[src/rtl/sd4_mac_pkg.sv]
// Shared widths and lane helpers for the SD4 MAC front end.
package sd4_mac_pkg;

  localparam int unsigned IMG_EXP_W = 4;
  localparam int unsigned IMG_MAN_W = 3;
  localparam int unsigned WGT_EXP_W = 3;
  localparam int unsigned EXP_W     = 5;
  // Helper argument width; every field is zero-extended into it.
  localparam int unsigned FN_W      = 16;

  function automatic logic is_zero_img(input logic [FN_W-1:0] mag);
    return (mag == '0);
  endfunction

  // All-ones weight exponent of width w encodes a zero weight.
  function automatic logic is_zero_wgt(input logic [FN_W-1:0] wexp, input int unsigned w);
    logic [FN_W-1:0] mask;
    mask = (FN_W'(1) << w) - FN_W'(1);
    return ((wexp & mask) == mask);
  endfunction

  function automatic logic [FN_W-1:0] pack_pp(input logic sign, input logic [FN_W-1:0] man,
                                               input int unsigned man_w);
    return (FN_W'({sign, 1'b1}) << man_w) | man;
  endfunction

  function automatic logic [FN_W-1:0] pack_exp(input logic [FN_W-1:0] img_exp,
                                                input logic [FN_W-1:0] wgt_exp);
    return img_exp + wgt_exp;
  endfunction

endpackage

[src/rtl/sd4_pp_gen.sv]
// One lane: sign, zero detect, signed partial product and product exponent.
module sd4_pp_gen #(
  parameter int unsigned IMG_EXP_W = sd4_mac_pkg::IMG_EXP_W,
  parameter int unsigned IMG_MAN_W = sd4_mac_pkg::IMG_MAN_W,
  parameter int unsigned WGT_EXP_W = sd4_mac_pkg::WGT_EXP_W,
  parameter int unsigned EXP_W     = sd4_mac_pkg::EXP_W
) (
  input  logic [IMG_EXP_W+IMG_MAN_W:0] image,
  input  logic [WGT_EXP_W:0]           weight,
  output logic [IMG_MAN_W+1:0]         pp_c,
  output logic [EXP_W-1:0]             exp_c,
  output logic                         zero_c
);
  import sd4_mac_pkg::*;

  localparam int unsigned IMG_W = 1 + IMG_EXP_W + IMG_MAN_W;
  localparam int unsigned PP_W  = IMG_MAN_W + 2;

  logic                 img_sign;
  logic                 wgt_sign;
  logic [IMG_EXP_W-1:0] img_exp;
  logic [IMG_MAN_W-1:0] img_man;
  logic [WGT_EXP_W-1:0] wgt_exp;

  assign img_sign = image[IMG_W-1];
  assign img_exp  = image[IMG_MAN_W +: IMG_EXP_W];
  assign img_man  = image[IMG_MAN_W-1:0];
  assign wgt_sign = weight[WGT_EXP_W];
  assign wgt_exp  = weight[WGT_EXP_W-1:0];

  assign zero_c = is_zero_img(FN_W'(image[IMG_W-2:0])) | is_zero_wgt(FN_W'(wgt_exp), WGT_EXP_W);
  assign pp_c   = zero_c ? '0 : PP_W'(pack_pp(img_sign ^ wgt_sign, FN_W'(img_man), IMG_MAN_W));
  assign exp_c  = zero_c ? '0 : EXP_W'(pack_exp(FN_W'(img_exp), FN_W'(wgt_exp)));

endmodule

[src/rtl/sd4_pp_align_stage.sv]
// SD4 MAC front stage: per-lane partial products, group max exponent and
// per-lane alignment shift, in a two-register valid/ready pipeline.
module sd4_pp_align_stage #(
  parameter int unsigned LANES     = 9,
  parameter int unsigned IMG_EXP_W = sd4_mac_pkg::IMG_EXP_W,
  parameter int unsigned IMG_MAN_W = sd4_mac_pkg::IMG_MAN_W,
  parameter int unsigned WGT_EXP_W = sd4_mac_pkg::WGT_EXP_W,
  parameter int unsigned EXP_W     = sd4_mac_pkg::EXP_W
) (
  input  logic                                     clk,
  input  logic                                     rst,
  input  logic                                     in_valid,
  output logic                                     in_ready,
  input  logic [LANES*(1+IMG_EXP_W+IMG_MAN_W)-1:0] image_in,
  input  logic [LANES*(1+WGT_EXP_W)-1:0]           weight_in,
  input  logic [EXP_W-1:0]                         exp_bias_in,
  output logic                                     out_valid,
  input  logic                                     out_ready,
  output logic [LANES*(IMG_MAN_W+2)-1:0]           signed_pp,
  output logic [LANES*EXP_W-1:0]                   exp,
  output logic [LANES*EXP_W-1:0]                   shift,
  output logic [EXP_W-1:0]                         exp_max,
  output logic [EXP_W-1:0]                         exp_bias,
  output logic                                     all_zero
);
  localparam int unsigned IMG_W   = 1 + IMG_EXP_W + IMG_MAN_W;
  localparam int unsigned WGT_W   = 1 + WGT_EXP_W;
  localparam int unsigned PP_W    = IMG_MAN_W + 2;
  localparam int unsigned MAX_IN  = (IMG_EXP_W > WGT_EXP_W) ? IMG_EXP_W : WGT_EXP_W;
  localparam int unsigned TREE_N  = (LANES <= 1) ? 1 : (1 << $clog2(LANES));
  localparam int unsigned TREE_LV = $clog2(TREE_N);

  if (EXP_W < MAX_IN + 1) begin : g_bad_exp_w
    $error("sd4_pp_align_stage: EXP_W too narrow for the exponent sum");
  end

  logic                    s1_load;
  logic                    s2_load;
  logic [PP_W-1:0]         pp_c   [LANES];
  logic [EXP_W-1:0]        exp_c  [LANES];
  logic [LANES-1:0]        zero_c;
  logic [LANES*PP_W-1:0]   pp_flat_c;
  logic [LANES*EXP_W-1:0]  exp_flat_c;
  logic [EXP_W-1:0]        exp_max_c;
  logic [LANES*EXP_W-1:0]  shift_c;

  logic                    s1_valid;
  logic [LANES*PP_W-1:0]   s1_pp;
  logic [LANES*EXP_W-1:0]  s1_exp;
  logic [LANES-1:0]        s1_zero;
  logic [EXP_W-1:0]        s1_bias;
  logic [EXP_W-1:0]        s1_max;

  assign s2_load  = !out_valid || out_ready;
  assign s1_load  = !s1_valid || s2_load;
  assign in_ready = s1_load;

  for (genvar i = 0; i < LANES; i++) begin : g_lane
    sd4_pp_gen #(
      .IMG_EXP_W (IMG_EXP_W),
      .IMG_MAN_W (IMG_MAN_W),
      .WGT_EXP_W (WGT_EXP_W),
      .EXP_W     (EXP_W)
    ) u_pp_gen (
      .image  (image_in[(LANES-1-i)*IMG_W +: IMG_W]),
      .weight (weight_in[(LANES-1-i)*WGT_W +: WGT_W]),
      .pp_c   (pp_c[i]),
      .exp_c  (exp_c[i]),
      .zero_c (zero_c[i])
    );
  end

  // Lane 0 lands in the MSBs of the flat buses.
  always_comb begin
    pp_flat_c  = '0;
    exp_flat_c = '0;
    for (int unsigned i = 0; i < LANES; i++) begin
      pp_flat_c[(LANES-1-i)*PP_W +: PP_W]    = pp_c[i];
      exp_flat_c[(LANES-1-i)*EXP_W +: EXP_W] = exp_c[i];
    end
  end

  // Max tree; zero lanes already carry exponent 0, so they never win.
  for (genvar l = 0; l <= TREE_LV; l++) begin : g_lvl
    logic [EXP_W-1:0] node [TREE_N >> l];
    if (l == 0) begin : g_leaf
      for (genvar j = 0; j < TREE_N; j++) begin : g_j
        if (j < LANES) begin : g_in
          assign node[j] = exp_c[j];
        end else begin : g_pad
          assign node[j] = '0;
        end
      end
    end else begin : g_cmp
      for (genvar k = 0; k < (TREE_N >> l); k++) begin : g_k
        assign node[k] = (g_lvl[l-1].node[2*k] > g_lvl[l-1].node[2*k+1]) ?
                         g_lvl[l-1].node[2*k] : g_lvl[l-1].node[2*k+1];
      end
    end
  end

  assign exp_max_c = g_lvl[TREE_LV].node[0];

  always_comb begin
    shift_c = '0;
    for (int unsigned i = 0; i < LANES; i++) begin
      shift_c[(LANES-1-i)*EXP_W +: EXP_W] =
        s1_zero[i] ? '0 : (s1_max - s1_exp[(LANES-1-i)*EXP_W +: EXP_W]);
    end
  end

  // Stage 1: lane products and group max.
  always_ff @(posedge clk or posedge rst) begin
    if (rst) begin
      s1_valid <= 1'b0;
      s1_pp    <= '0;
      s1_exp   <= '0;
      s1_zero  <= '0;
      s1_bias  <= '0;
      s1_max   <= '0;
    end else if (s1_load) begin
      s1_valid <= in_valid;
      if (in_valid) begin
        s1_pp   <= pp_flat_c;
        s1_exp  <= exp_flat_c;
        s1_zero <= zero_c;
        s1_bias <= exp_bias_in;
        s1_max  <= exp_max_c;
      end
    end
  end

  // Stage 2: alignment shifts; these registers are the outputs.
  always_ff @(posedge clk or posedge rst) begin
    if (rst) begin
      out_valid <= 1'b0;
      signed_pp <= '0;
      exp       <= '0;
      shift     <= '0;
      exp_max   <= '0;
      exp_bias  <= '0;
      all_zero  <= 1'b0;
    end else if (s2_load) begin
      out_valid <= s1_valid;
      if (s1_valid) begin
        signed_pp <= s1_pp;
        exp       <= s1_exp;
        shift     <= shift_c;
        exp_max   <= s1_max;
        exp_bias  <= s1_bias;
        all_zero  <= &s1_zero;
      end
    end
  end

endmodule

[config.mk]
export PLATFORM = sky130hd
export DESIGN_NAME = sd4_pp_align_stage
export DESIGN_NICKNAME = d
export VERILOG_FILES = /design/src/rtl/sd4_mac_pkg.sv /design/src/rtl/sd4_pp_gen.sv /design/src/rtl/sd4_pp_align_stage.sv
export SDC_FILE = /design/constraint.sdc
export NUM_CORES = 1
export LEC_CHECK = 0
export CAP_MARGIN = 20
export CORE_AREA = 2 2 203 205
export CTS_BUF_LIST = sky130_fd_sc_hd__clkbuf_4 sky130_fd_sc_hd__clkbuf_8 sky130_fd_sc_hd__clkbuf_16
export DETAILED_ROUTE_END_ITERATION = 10
export DIE_AREA = 0 0 205 207
export PLACE_DENSITY = 0.53
export SLEW_MARGIN = 25
export SYNTH_ARGS = -nofsm -noshare
export SYNTH_HDL_FRONTEND = slang
export SYNTH_SLANG_ARGS = --single-unit
[constraint.sdc]
create_clock -name clk -period 18.4 [get_ports clk]
set_clock_uncertainty 0.1 [all_clocks]
set_input_delay 4.6 -clock clk [delete_from_list [all_inputs] [get_ports clk]]
set_output_delay 4.6 -clock clk [all_outputs]
set_load 0.01 [all_outputs]
==> reports/metrics.cfg <==
[final_layout]
fin_area_um2 = 18160
multi_input_area_um2 = 7005
nFillCells = 3948
num_antenna_cells = 0
drive_above_1_share_pct = 10.27
final_core_util_pct = 44.99
seq_area_um2 = 6431
syn2layout_area_growth_pct = 30.38
finalNetCount = 1854

[clocking]
clk_pin_slew_ns = 0.06
cts.sinks = 257
h-tree-depth = 1
cts-root-buf = clkbuf_16
clock_latency_ns = 0.57
cts-hold-fix-buffers = 0
postCtsSetupBuffers = 0
cts_buffer_depth = 3
numCtsBuffers = 30
ctsResizeCount = 0
cts_tree = done

[setup_path]
critPathRequiredTime_ns = 18.78
r2r_slack_ns = 15.65
crit_type = primary input to flip-flop
arrival_ns = 13.08
critPathSlowestCell = or4_1
critPathLaunchType = primary input
cp_top_family = compound AO/OA/AOI/OAI gates
rr_endpoint = s1_max[2]$_DFFE_PP0P_
crit_top_cell = o21a_1
path_buf_inv = 3
max_stage_delay_ns = 0.56
r2r_cells = 6
cp_max_fo = 10
r2r_start = s1_valid$_DFFE_PP0N_
end_kind = flip-flop

[placement]
dp_hpwl_um = 29710
dp_worst_setup_slack_ns = 5.154
routabilityCongestion = 0.8312
io_buffers = 264
postPlaceCellArea_um2 = 17140

[run]
maxCapViolCount = 0

[drt]
vias = 10710
drt-wirelength-per-cell_um = 18.21
drt_wl_total_um = 39650
drtAntennaViolNets = 0
drc = 0
via_per_inst = 4.915
drt_pass1_iterations = 4
drt_iter0_drc = 434

[sta]
setup_violations = 0
tns_ns = 0
final.min_clock_period_ns = 12.70
fmax_mhz = 78.71
rsz0062_at_grt = no
relSlewSlack_pct = 35.40
hold_viol_final = 0
drv_slew = 0
tightestPinTransition_ns = 0.9691
period_share_pct = 69.05
fin_ws_ns = 5.695

[logic_synthesis]
synthArstFlopShare_pct = 100.0
netlist_area_um2 = 13930
synth_edf_count = 0
ys_ff_latch = 257
syn_nets = 1600
synth-seq-area-share_pct = 46.16
synthDistinctLibCells = 63
netlist_instances = 1369
synth.avg_cell_area_um2 = 10.18
synth-main-ff-cell = dfrtp_1
synth_warnings = 0

[die]
ios = 265
row_count = 74
start_util_pct = 34.51
die_h_um = 207
dieArea_um2 = 42440
die_w_um = 205
core_area_um2 = 40370

[hold_path]
min_from = s1_pp[26]$_DFFE_PP0P_
hold_path.class = flip-flop to flip-flop
holdPathStages = 2
min_to = s1_pp[26]$_DFFE_PP0P_

[power_and_ir_drop]
internal_power_mw = 1.605
power.density_nw_per_um2 = 136.5
p_switching_mw = 0.8751
ir_worst_vdd_uv = 72.97
clkPwrFrac_pct = 24.5
seqPwrFrac_pct = 32.7
p_comb_share_pct = 42.7
swShare_pct = 35.29
cellLeakagePower_nw = 8.275

[run_status]
status = complete, no violations

[global_route]
grt_use_total_pct = 18.93
grt_overflow = 0
first_global_vias = 10840
grt_max_degree = 119
grt_antenna_before_repair = 0
grt_pass1_wl_um = 63140

## state kept, by name, indices dropped and copies added (netlist names)
signal     count
exp           45
s1_exp        45
s1_pp         45
shift         45
signed_pp     45
s1_zero        9
exp_bias       5
exp_max        5
s1_bias        5
s1_max         5
all_zero       1
out_valid      1
s1_valid       1
## power by group through the flow
stage               Sequential (mW)  Clock [mW]  Combinational [mW]
finish                        0.811       0.609                1.06
global route                  0.833       0.652                1.19
CTS                           0.815       0.626                1.08
detailed placement            0.824           0                1.07
global placement              0.822           0                1.06
floorplan                     0.836           0               0.627
## cell families after synthesis
| family | share of synthesized area (%) |
|---|---|
| buf+inv | 3.664 |
| xor+xnor | 3.772 |
| simple gates | 12.94 |
| compound gates | 14.68 |
| flops | 46.16 |
| fa+ha+maj | 11.36 |
| mux | 7.419 |
## metal layers
metal | track usage [%] | routed length [µm]
met5 | 0 | 0
met3 | 3.241 | 2268
met2 | 28.17 | 16820
met1 | 28.79 | 19990
met4 | 3.870 | 572
## placed cells by master (no fill, tap or decap), types with 19 or more instances in the layout
cell             synthesis  routed
xnor2_1                 53      53
nor2_1                  40      40
nand2_1                233     231
nand3_1                 58      58
a21o_1                  28      28
a22o_1                  19      19
o21ai_0                107     107
ha_1                    96      96
o31ai_1                 29      29
mux2_2                  78      78
clkbuf_16                0      31
clkdlybuf4s50_1          0     264
inv_1                   86      85
a21oi_1                 50      50
dfrtp_1                257     257
## how the worst max path moves through the flow
stage / startpoint / to / slack (ns) / cells after the start
final: image_in[52] / s1_max[3]$_DFFE_PP0P_ / 5.70 / 37
after global routing: image_in[52] / s1_max[3]$_DFFE_PP0P_ / 5.07 / 37
after CTS: image_in[52] / s1_max[3]$_DFFE_PP0P_ / 5.74 / 37
after detailed placement: image_in[52] / s1_max[3]$_DFFE_PP0P_ / 5.15 / 37
after global placement: image_in[52] / s1_max[3]$_DFFE_PP0P_ / 5.26 / 37
after floorplan: image_in[11] / s1_max[3]$_DFFE_PP0P_ / 6.31 / 38
## stage by stage
stage                     cells  hold WS (ns)  power, mW
after global routing       2178        0.3857      2.674
after floorplan            1369        0.3348      1.463
after global placement     2123        0.3470      1.881
after CTS                  2178        0.3689      2.519
after detailed placement   2123        0.3537      1.895
final                      2178        0.3650      2.480
## worst register-to-register path: cells and delay by family, from the launching register on
kind                   cells  cell delay (ns)
buffers and inverters      1             0.88
DFF                        1             0.41
and+or+nand+nor            3             0.93
AOI/OAI and AO/OA          2             0.30
## cell usage after synthesis (all sizes together) (2+ instances only)
master   instances  area [µm²]
a211o            2       18.77
a21boi           3       22.52
a21o            28       210.2
a21oi           51       259.0
a22o            19       166.4
a31o             2       17.52
a31oi           11       98.84
a32oi            2       17.52
and2             3       18.77
and3             9       56.30
buf              2       7.510
clkbuf          48       180.2
dfrtp          257        6431
fa              18       360.4
ha              96        1201
inv             86       322.8
maj3             2       21.27
mux2            79       893.4
mux2i           14       140.1
nand2          233       874.6
nand2b          14       87.58
nand3           58       290.3
nand4            3       18.77
nor2            40       150.1
nor2b           11       68.82
nor3             7       40.04
nor4             4       25.02
o2111ai          3       26.28
o211ai           5       37.54
o21a            16       120.1
o21ai          108       544.3
o22ai            6       43.79
o31ai           29       217.7
o41a             7       80.07
o41ai            6       120.1
or3              9       57.56
or4              7       67.56
xnor2           53       464.2
xor2             7       61.31
## cell type report
type / instances / area share [%]
Clock buffer: 43 / 5.112
Clock inverter: 12 / 0.5236
Inverter: 86 / 1.819
Multi-Input combinational cell: 976 / 38.57
Sequential cell: 257 / 35.41
Tap cell: 532 / 3.665
Timing Repair Buffer: 272 / 14.90
Note: power is estimated with default switching activity, not from simulation.
